`config.mk`:
```
export PLATFORM = sky130hd
export DESIGN_NAME = fifo_stream_reader
export DESIGN_NICKNAME = d
export VERILOG_FILES = /design/src/rtl/fifo_stream_reader.sv
export SDC_FILE = /design/constraint.sdc
export NUM_CORES = 1
export LEC_CHECK = 0
export BUFFER_PORTS_ARGS = -buffer_cell sky130_fd_sc_hd__buf_4
export CAP_MARGIN = 20
export CORE_ASPECT_RATIO = 0.75
export CORE_MARGIN = 2
export CORE_UTILIZATION = 57
export CTS_CLUSTER_DIAMETER = 120
export DETAILED_ROUTE_END_ITERATION = 10
export GPL_TIMING_DRIVEN = 0
export PLACE_DENSITY = 0.79
export SYNTH_ARGS = -nofsm -noshare
export SYNTH_HDL_FRONTEND = slang
export SYNTH_SLANG_ARGS = --single-unit
```
`constraint.sdc`:
```
create_clock -name clk -period 2.34 [get_ports clk]
set_input_delay 0.351 -clock clk [delete_from_list [all_inputs] [get_ports clk]]
set_output_delay 0.351 -clock clk [all_outputs]
set_load 0.01 [all_outputs]
```
`src/rtl/fifo_stream_reader.sv`:
```
// fifo_stream_reader: drains a sync_fifo read port into a
// framed valid/ready stream through a 3-entry skid queue.
module fifo_stream_reader #(
  parameter int DATA_WIDTH = 8,
  parameter int RDATA_MODE = 1,
  parameter int PKT_LEN    = 4,
  parameter int CNT_WIDTH  = 16
) (
  input  logic                  clk,
  input  logic                  rst_n,
  input  logic                  en,
  output logic                  fifo_rd_en,
  input  logic [DATA_WIDTH-1:0] fifo_rd_data,
  input  logic                  fifo_empty,
  input  logic                  fifo_underflow,
  output logic                  m_valid,
  input  logic                  m_ready,
  output logic [DATA_WIDTH-1:0] m_data,
  output logic                  m_last,
  output logic [CNT_WIDTH-1:0]  pkt_cnt,
  output logic                  busy,
  output logic                  err_underflow
);

  localparam logic [15:0] LAST_BEAT = 16'(PKT_LEN - 1);

  logic [DATA_WIDTH-1:0] mem [3];
  logic [1:0]            wr_ptr;
  logic [1:0]            rd_ptr;
  logic [1:0]            occ;
  logic                  infl;
  logic [15:0]           beat;
  logic [2:0]            level;
  logic                  push;
  logic                  pop;

  function automatic logic [1:0] nxt(input logic [1:0] p);
    return (p == 2'd2) ? 2'd0 : p + 2'd1;
  endfunction

  // Reads are throttled by buffered plus in-flight words only,
  // so m_ready never reaches the FIFO strobe combinationally.
  assign level      = {1'b0, occ} + {2'b0, infl};
  assign fifo_rd_en = rst_n & en & ~fifo_empty & (level < 3'd3);

  assign push    = (RDATA_MODE == 0) ? fifo_rd_en : infl;
  assign m_valid = (occ != 2'd0);
  assign pop     = m_valid & m_ready;
  assign m_data  = mem[rd_ptr];
  assign m_last  = m_valid & (beat == LAST_BEAT);
  assign busy    = m_valid | infl;

  // Queue storage, pointers and occupancy.
  always_ff @(posedge clk or negedge rst_n) begin
    if (!rst_n) begin
      for (int i = 0; i < 3; i++) mem[i] <= '0;
      wr_ptr <= 2'd0;
      rd_ptr <= 2'd0;
      occ    <= 2'd0;
    end else begin
      if (push) begin
        mem[wr_ptr] <= fifo_rd_data;
        wr_ptr      <= nxt(wr_ptr);
      end
      if (pop) rd_ptr <= nxt(rd_ptr);
      unique case ({push, pop})
        2'b10:   occ <= occ + 2'd1;
        2'b01:   occ <= occ - 2'd1;
        default: occ <= occ;
      endcase
    end
  end

  // Tracks a read whose data arrives on the following edge.
  always_ff @(posedge clk or negedge rst_n) begin
    if (!rst_n) infl <= 1'b0;
    else        infl <= (RDATA_MODE == 1) ? fifo_rd_en : 1'b0;
  end

  // Beat position within the packet and completed packet count.
  always_ff @(posedge clk or negedge rst_n) begin
    if (!rst_n) begin
      beat    <= 16'd0;
      pkt_cnt <= '0;
    end else if (pop) begin
      if (m_last) begin
        beat    <= 16'd0;
        pkt_cnt <= pkt_cnt + CNT_WIDTH'(1);
      end else begin
        beat    <= beat + 16'd1;
      end
    end
  end

  // Sticky underflow flag, cleared only by reset.
  always_ff @(posedge clk or negedge rst_n) begin
    if (!rst_n) err_underflow <= 1'b0;
    else        err_underflow <= err_underflow | fifo_underflow;
  end

endmodule

```
## Word-level counts from Yosys, hierarchy flattened

Cells that the tools add are included.

- Input port bits: 14
- Output and inout port bits: 29
- Latch bits: 0
- Bits in writable memories: 0
- ROM bits: 0
- Bits in registers: 64
- Word-level logic and storage cells: 50
- Memories kept: 0

- Equal/unequal tests: 5
- Bitwise operators: 10
- Muxes and demuxes: 10
- Shift-type cells: 0
- $lt $le $gt $ge: 4
- Add/subtract/negate cells: 7
- Reduce and logical (&&, ||, !) cells: 4
- Multiply operators: 0
- Divide/modulo/power cells: 0

Operator list:

| kind | count |
|---|---|
| $add 16x1->16 const B | 2 |
| $bwmux 24 | 1 |
| $mux 8 | 3 |
| $bmux 8 s2 | 1 |
| $demux 8 s2 | 1 |
| $eq 16x2->1 const B | 1 |
| $mux 16 | 1 |
| $add 2x1->2 const B | 3 |
| $eq 2x2->1 const B | 3 |
| $ge 3x3->1 const B | 2 |
| $not 2->3 | 2 |
| $and 1x1->1 | 5 |
| $mux 2 | 2 |
| $pmux 2 s2 | 1 |
| $reduce_bool 2->1 | 2 |
| $add 2x1->3 | 1 |
| $lt 3x1->1 const B | 1 |
| $lt 3x2->1 const B | 1 |
| $eq 2x1->1 const B | 1 |
| $or 1x1->1 | 2 |
| $reduce_and 2->1 | 1 |
| $sub 2x1->2 const B | 1 |
| $logic_and 1x1->1 | 1 |
| $not 1->1 | 1 |

## Longest topological paths before layout

Gate-level depths: netlist of the first run.

- Depth after elaboration: 6
- Mapped depth: 7
- Mapped depth without buffers: 6

## Worst setup path after synthesis of the first run

Ideal clock, no wire load.

- Path kind: register to output
- Start: register infl
- End: output fifo_rd_en
- Required time: 1,989 ps
- Stages on the path, launching flop included: 4
- Path slack: 382 ps
- Buffers on the path: 0
- Data arrival time: 1,607 ps
- Cell sequence: dfrtp_1 -> ha_1 -> ha_1 -> a2111oi_0

- Word-level cells in the longest chain between the ends: 3

Ends and longest elaborated chain:

| element | RTL line | RTL |
|---|---|---|
| from (decl) | 31 | `logic infl;` |
| from (signal assigned) | 77 | `else infl <= (RDATA_MODE == 1) ? fifo_rd_en : 1'b0;` |
| $add 2x1->3 | 43 | `assign level = {1'b0, occ} + {2'b0, infl};` |
| $lt 3x2->1 | 44 | `assign fifo_rd_en = rst_n & en & ~fifo_empty & (level < 3'd3);` |
| $and 1x1->1 | 44 |  |
| to (decl) | 12 | `output logic fifo_rd_en,` |

Every way passes these cells.

## Worst setup path after layout of the first run

Same ends and word-level chain as after synthesis.

==> impl_metrics.json, run 1 <==
{
  "run_status": "complete, no violations",
  "place.port_buffers": 42,
  "setup_clock_skew_after_layout_ps": 6.375,
  "critical_path_class": "flip-flop to output port",
  "overflow": 0,
  "synth_largest_type_area_fraction_pct": 53.18,
  "yosys-top-cells-area": "dfrtp_1 53%, mux2_2 9.7%, xor2_1 5.5%, xnor2_1 3.5%, nor3_2 3.0%",
  "timing.critical_path.mode_cell": "ha_1",
  "yosys_warnings": 0,
  "cell_with_the_largest_stage_delay_on_the_worst_path": "dfrtp_1",
  "rr_endpoint": "pkt_cnt[1]",
  "timing.critical_path.slowest_cell_delay_ps": 420,
  "design_power_total_uw": 3754,
  "grt.total_usage_pct": 22.77,
  "routedWlPerCell_um": 14.82,
  "initial_utilization_pct": 60.45,
  "min_path_type": "input pin to async pin",
  "synth-async-reset-ratio_pct": 100.0,
  "later_pin_clock_latency_in_the_skew_report_ps": 340,
  "hold_viol": 0,
  "cellLeakagePower_uw": 0.001728,
  "critPathArrivalTime_ps": 1820,
  "grt_first_pass_wirelength_mm": 9.853,
  "start_kind": "flip-flop",
  "floorplan.die_area_mm2": 0.005887,
  "post_route_setup_tns_ps": 0,
  "via_cell_ratio": 5.354,
  "clockBufferDepth": 2,
  "drt_wl_total_mm": 5.692,
  "cts_tree": "done",
  "cts-buffers-inserted": 9,
  "finalCritPeriodShare_pct": 92.75,
  "peak_ir_drop_on_the_vdd_network_v": 0.0005852,
  "syn_inst": 253,
  "fmaxAchievable_ghz": 0.4608,
  "critical-path-top-delay-family": "adder cells",
  "layout.area.seq_mm2": 0.001602,
  "worstRegToRegCells": 5,
  "critPathCaptureType": "output port",
  "worst_setup_hold_path_clk_slew_ps": 70,
  "filler_cells": 353,
  "rows": 22,
  "p_per_area_mw_per_mm2": 1029,
  "number_of_pins_exceeding_their_max_slew_limit_in_the_final_report": 0,
  "main_flop_type_after_synthesis": "dfrtp_1",
  "ys_seq_elements": 64,
  "vias_in_the_first_global_route": 2060,
  "clock_sink_count": 64,
  "timing.final.crit_period_ps": 2170,
  "drt_first_pass_iters": 4,
  "areaGrowthSynthToFinish_pct": 21.11,
  "final_weighted_congestion_in_routability_driven_placement": 0.8044,
  "root_buffer": "clkbuf_8",
  "htreeDepth": 3,
  "rrSetupSlack_ps": 330,
  "synthesis.nets": 272,
  "regToRegStartpoint": "beat[0]",
  "multi_input_area_mm2": 0.001341,
  "path_buf_inv": 1,
  "route.antenna.remaining_nets": 0,
  "grt_antenna_before_repair": 0,
  "yosys.cell_types.count": 37,
  "finalNetCount": 326,
  "required_ps": 1990,
  "tightestPinTransition_ps": 788.2,
  "num_vias": 2056,
  "fraction_of_final_layout_cells_sized_beyond_drive_strength_1_pct": 34.94,
  "rsz0062_at_grt": "no",
  "detailed_place_hpwl_mm": 3.929,
  "remaining_drc_errors": 0,
  "critical_path_peak_fanout": 4,
  "i_o_pin_count": 43,
  "post-synth-top-area-cell": "dfrtp_1",
  "synth-edff-count": 0,
  "grt_start_max_net_pins": 66,
  "die_w_um": 87.94,
  "fp.dieH_um": 66.95,
  "relative_slew_margins_pct": 47.45,
  "holdBufCountCts": 0,
  "mappedNetlistArea_mm2": 0.003012,
  "timing.final.setup_violations": 0,
  "drt_iter0_drc": 124,
  "diodes": 0,
  "critical_path.cell_chain": "ha_1, ha_1, a2111oi_2, buf_4",
  "core_mm2": 0.004982,
  "ys_seq_area_share_pct": 53.18,
  "syn-mean-instance-area_um2": 11.90,
  "cap_viol_max_count": 0
}
[metal layers]
layer	GRT usage, %	part of all wire, %	up-vias
li1	-	-	990
met1	30.56	46	1000
met2	34.09	45	58
met3	7.807	6.7	8
met4	8.846	1.7	0
met5	0	0	-
[flip-flops by register name (all words and copies together), names as in the netlist]
name	count
mem	24
beat	16
pkt_cnt	16
occ	2
rd_ptr	2
wr_ptr	2
err_underflow	1
infl	1
[cell usage after synthesis (2+ instances only)]
cell	count
xor2_1	19
clkbuf_1	3
buf_2	2
nand4_1	8
ha_1	5
nand3_1	9
nor4_2	3
o21ai_0	12
mux2_2	26
nor3_2	9
mux2i_1	8
xnor2_1	12
inv_1	10
or2_2	3
nor2_1	10
nand2_1	23
and3_1	3
nor3_1	6
dfrtp_1	64
[placed cells by master (no fill, tap or decap), types with 2 or more instances in the layout]
cell        n
o21ai_0    12
nand3_1     9
clkbuf_8   10
xor2_1     19
nand2_1    23
nor3_2      9
buf_2       2
buf_4      43
ha_1        5
nor2_1      9
nor3_1      6
mux2_2     26
nand4_1     8
mux2i_1     8
clkbuf_1    6
xnor2_1    12
bufinv_16   2
inv_1      10
dfrtp_1    64
or2_2       3
nor4_2      3
and3_1      3
[cell type report]
type                    instances  area share [%]
plain buffers                   7          0.9949
flip-flops and latches         64           43.91
inverters                      11           1.132
well taps                      72           2.470
clock buffers                  13           4.082
repair buffers                 43           8.851
multi-input cells             171           36.78
clock inverters                 3           1.784
[how the worst max path moves through the flow]
stage / startpoint / end / slack (ps) / cells after the start
floorplan: infl / fifo_rd_en / 380 / 3
global placement: rst_n / fifo_rd_en / 120 / 4
detailed placement: rst_n / fifo_rd_en / 160 / 4
CTS: infl / fifo_rd_en / 4 / 4
global route: infl / fifo_rd_en / 40 / 4
finish: infl / fifo_rd_en / 170 / 4
[where the power goes]
group	internal, µW	switching, µW	total (µW)
logic	573	535	1110
clock network	629	397	1030
registers	1410	207	1620
total	2610	1140	3750
[repair_timing]
action	4_1_cts	5_1_grt
resized for setup	0	3
hold endpoints to repair	0	0
setup buffers	0	1
endpoints found under the setup margin	0	2
[stage by stage]
stage	instance area (µm²)	util, %	cells	worst slack, ps	hold slack, ps
after floorplan	3012	-	253	382.2	55.41
after global placement	3417	68.58	367	123.1	450.9
after detailed placement	3417	68.58	367	159.6	457.6
after CTS	3631	72.88	383	3.910	119.8
after global routing	3647	73.20	384	36.27	149.1
final	3647	73.20	384	169.7	95.79
[cell families (layout without fill, tap and decap cells)]
group           after synthesis  in the layout  synth area share (%)
flops                        64             64                 53.18
buf+inv                      18             77                 2.576
mux                          34             34                 12.38
xor+xnor                     31             31                 9.015
simple gates                 84             84                 17.37
compound gates               17             17                 3.407
fa+ha+maj                     5              5                 2.077
Note: power is estimated with default switching activity, not from simulation.
==> run 2, diff against run 1 <==
--- a/config.mk
+++ b/config.mk
@@ -5,15 +5,16 @@
 export SDC_FILE = /design/constraint.sdc
 export NUM_CORES = 1
 export LEC_CHECK = 0
+export ABC_AREA = 1
 export BUFFER_PORTS_ARGS = -buffer_cell sky130_fd_sc_hd__buf_4
 export CAP_MARGIN = 20
 export CORE_ASPECT_RATIO = 0.75
 export CORE_MARGIN = 2
-export CORE_UTILIZATION = 57
+export CORE_UTILIZATION = 58
 export CTS_CLUSTER_DIAMETER = 120
 export DETAILED_ROUTE_END_ITERATION = 10
 export GPL_TIMING_DRIVEN = 0
-export PLACE_DENSITY = 0.79
+export PLACE_DENSITY = 0.8
 export SYNTH_ARGS = -nofsm -noshare
 export SYNTH_HDL_FRONTEND = slang
 export SYNTH_SLANG_ARGS = --single-unit
==> run 2 against run 1 <==
Core utilization fell by 0.92 points. Critical endpoint unchanged. Global-route usage rose by 2.4 points. Combinational power rose by 15%. Final area rose by 8.4%. Register-to-register slack improved by 40 ps. Largest power group unchanged. Critical path type unchanged. Die area rose by 9.1%.
==> impl_metrics.json, run 2 <==
{
  "main_flop_type_after_synthesis": "dfrtp_1",
  "final.setup.worst_slack_ps": 96.21,
  "synth_largest_type_area_fraction_pct": 47.69,
  "peak_ir_drop_on_the_vdd_network_v": 0.0007742,
  "layout.area.seq_mm2": 0.001602,
  "initial_utilization_pct": 61.42,
  "vias_in_the_first_global_route": 2743,
  "cell_with_the_largest_stage_delay_on_the_worst_path": "dfrtp_1",
  "synth-async-reset-ratio_pct": 100.0,
  "yosys-top-cells-area": "dfrtp_1 48%, nand2_1 19%, o21ai_0 5.1%, nor2_1 4.9%, inv_1 4.5%",
  "place.port_buffers": 42,
  "i_o_pin_count": 43,
  "rows": 23,
  "areaGrowthSynthToFinish_pct": 17.70,
  "regToRegStartpoint": "occ[0]",
  "syn_inst": 437,
  "relative_slew_margins_pct": 46.91,
  "grt_start_max_net_pins": 66,
  "remaining_drc_errors": 0,
  "drt_wl_total_mm": 7.237,
  "yosys.cell_types.count": 28,
  "route.antenna.remaining_nets": 0,
  "floorplan.die_area_mm2": 0.006421,
  "cts-buffers-inserted": 9,
  "start_kind": "flip-flop",
  "critical_path_peak_fanout": 6,
  "critical-path-top-delay-family": "adder cells",
  "sequential_power_share_pct": 44.3,
  "finalHoldWorstSlack_ps": 87.62,
  "place_ws_ps": 197.8,
  "timing.critical_path.slowest_cell_delay_ps": 450,
  "cellLeakagePower_uw": 0.002024,
  "ys_seq_area_share_pct": 47.69,
  "ys_seq_elements": 64,
  "yosys_warnings": 0,
  "cts_tree": "done",
  "ys_top_cells_by_count": "167 x nand2_1, 64 x dfrtp_1, 44 x nor2_1",
  "later_pin_clock_latency_in_the_skew_report_ps": 340,
  "die_w_um": 91.87,
  "finalNetCount": 509,
  "clock_sink_count": 64,
  "min_path_type": "input pin to async pin",
  "core_mm2": 0.005468,
  "fp.dieH_um": 69.90,
  "fraction_of_final_layout_cells_sized_beyond_drive_strength_1_pct": 14.55,
  "critPathArrivalTime_ps": 1890,
  "overflow": 0,
  "netSwitchingPower_uw": 1399,
  "yosys.cell_count.top_type": "nand2_1",
  "number_of_pins_exceeding_their_max_slew_limit_in_the_final_report": 0,
  "rsz0062_at_grt": "no",
  "mappedNetlistArea_mm2": 0.003358,
  "tightestPinTransition_ps": 796.3,
  "largest_register_ff_count": 24,
  "grt_antenna_before_repair": 0,
  "run_status": "complete, no violations",
  "cap_viol_max_count": 0,
  "multi_input_area_mm2": 0.001589,
  "critPathCaptureType": "output port",
  "final_weighted_congestion_in_routability_driven_placement": 0.9140,
  "detailed_place_hpwl_mm": 5.140,
  "drt_iter0_drc": 242,
  "path_buf_inv": 1,
  "root_buffer": "clkbuf_8",
  "grt_first_pass_wirelength_mm": 12.90,
  "post_route_setup_tns_ps": 0,
  "hold_viol": 0,
  "num_vias": 2977,
  "combinational_cell_fraction_of_total_power_pct": 33.9,
  "top_register": "mem",
  "critical_path_class": "flip-flop to output port",
  "worst_setup_hold_path_clk_slew_ps": 70,
  "synthesis.nets": 456,
  "p_per_area_mw_per_mm2": 952.9,
  "worst_setup_path_startpoint": "occ[0]",
  "fmaxAchievable_ghz": 0.4457,
  "finalCritPeriodShare_pct": 95.89,
  "post-synth-top-area-cell": "dfrtp_1",
  "holdBufCountCts": 0,
  "filler_cells": 447,
  "final_cell_mix": "167 x nand2_1, 64 x dfrtp_1, 44 x nor2_1",
  "routedWlPerCell_um": 12.70,
  "required_ps": 1990,
  "grt.total_usage_pct": 25.19,
  "mostFrequentLayoutCell": "nand2_1",
  "p_int_uw": 2368,
  "top_regs": "mem (24), beat (16), pkt_cnt (16)",
  "timing.critical_path.mode_cell": "ha_1",
  "p_sw_share_pct": 37.14,
  "syn-mean-instance-area_um2": 7.685,
  "diodes": 0,
  "clockBufferDepth": 2,
  "timing.final.setup_violations": 0,
  "synth-edff-count": 0,
  "power.clock.fraction_pct": 21.7,
  "htreeDepth": 3,
  "via_cell_ratio": 5.223,
  "setup_clock_skew_after_layout_ps": 6.984,
  "drt_first_pass_iters": 5,
  "timing.final.crit_period_ps": 2244,
  "critical_path.cell_chain": "ha_1, ha_1, a2111oi_4, buf_4"
}
run 2: changes by cell type after synthesis, sizes merged, moves of 8 or more:
cell	previous run	this run
mux2i	8	0
nor2	10	50
inv	11	41
nand2	23	170
o21ai	13	35
nand3	10	31
mux2	26	0
xnor2	12	4
nor3	16	0
run 2: worst reg2reg max path, stage by stage (launching register included):
cell and delay, ps:
dfrtp_1 460, nor2_1 80, nor2_1 330, buf_2 290, ha_1 280, a21oi_1 140
o21ai_0 120, xor2_1 150
run 2: cells by family (layout without fill, tap and decap cells):
| kind of cell | Yosys count | count (layout) | synth area share [%] |
|---|---|---|---|
| AO/OA/AOI/OAI | 38 | 38 | 5.849 |
| buffers and inverters | 47 | 105 | 5.551 |
| adder cells (fa/ha/maj) | 5 | 5 | 1.863 |
| flip-flops | 64 | 64 | 47.69 |
| XOR/XNOR | 18 | 18 | 4.694 |
| AND/OR/NAND/NOR | 265 | 265 | 34.35 |
run 2: cell type report:
| type | count | area share, % |
|---|---|---|
| timing repair buffer | 42 | 7.977 |
| tap | 75 | 2.374 |
| sequential | 64 | 40.52 |
| clock buffer | 13 | 3.767 |
| inverter | 41 | 3.894 |
| clock inverter | 3 | 0.4432 |
| multi-input combinational | 326 | 40.20 |
| buffer | 6 | 0.8230 |
run 2: worst paths after layout:
check,end,slack [ps],cells after the start
max,fifo_rd_en,100,4
min,beat[5],90,1
min reg2reg,err_underflow,470,1
max in group asynchronous,err_underflow,1720,1
min in group clk,infl,190,2
max reg2reg,occ[1],370,7
run 2: power by group through the flow:
stage / logic [µW] / registers, µW / clock network (µW)
finish: 1280 / 1670 / 818
global placement: 1200 / 1660 / 0
global route: 1440 / 1710 / 884
CTS: 1260 / 1660 / 834
detailed placement: 1260 / 1680 / 0
floorplan: 811 / 1620 / 0
run 2: metal layers:
layer	vias to the layer above	global-route usage [%]	part of all wire, %
met2	100	37.58	45
met3	14	5.933	6.6
met4	0	8.126	1.6
met1	1368	36.66	47
met5	-	0	0
li1	1495	-	-
run 2: per-stage QoR:
step | utilization, % | instances | total power [µW] | cell area [µm²]
5_1_grt | 72.29 | 570 | 4034 | 3953
6_report | 72.29 | 570 | 3766 | 3953
3_5_place_dp | 68.90 | 554 | 2935 | 3767
2_1_floorplan | - | 437 | 2433 | 3358
4_1_cts | 71.97 | 570 | 3761 | 3935
3_3_place_gp | 68.90 | 554 | 2867 | 3767
run 2: what timing repair did:
item | in CTS | in global routing
buffers inserted | 0 | 0
setup endpoints to repair | 1 | 1
gates resized for setup | 1 | 2
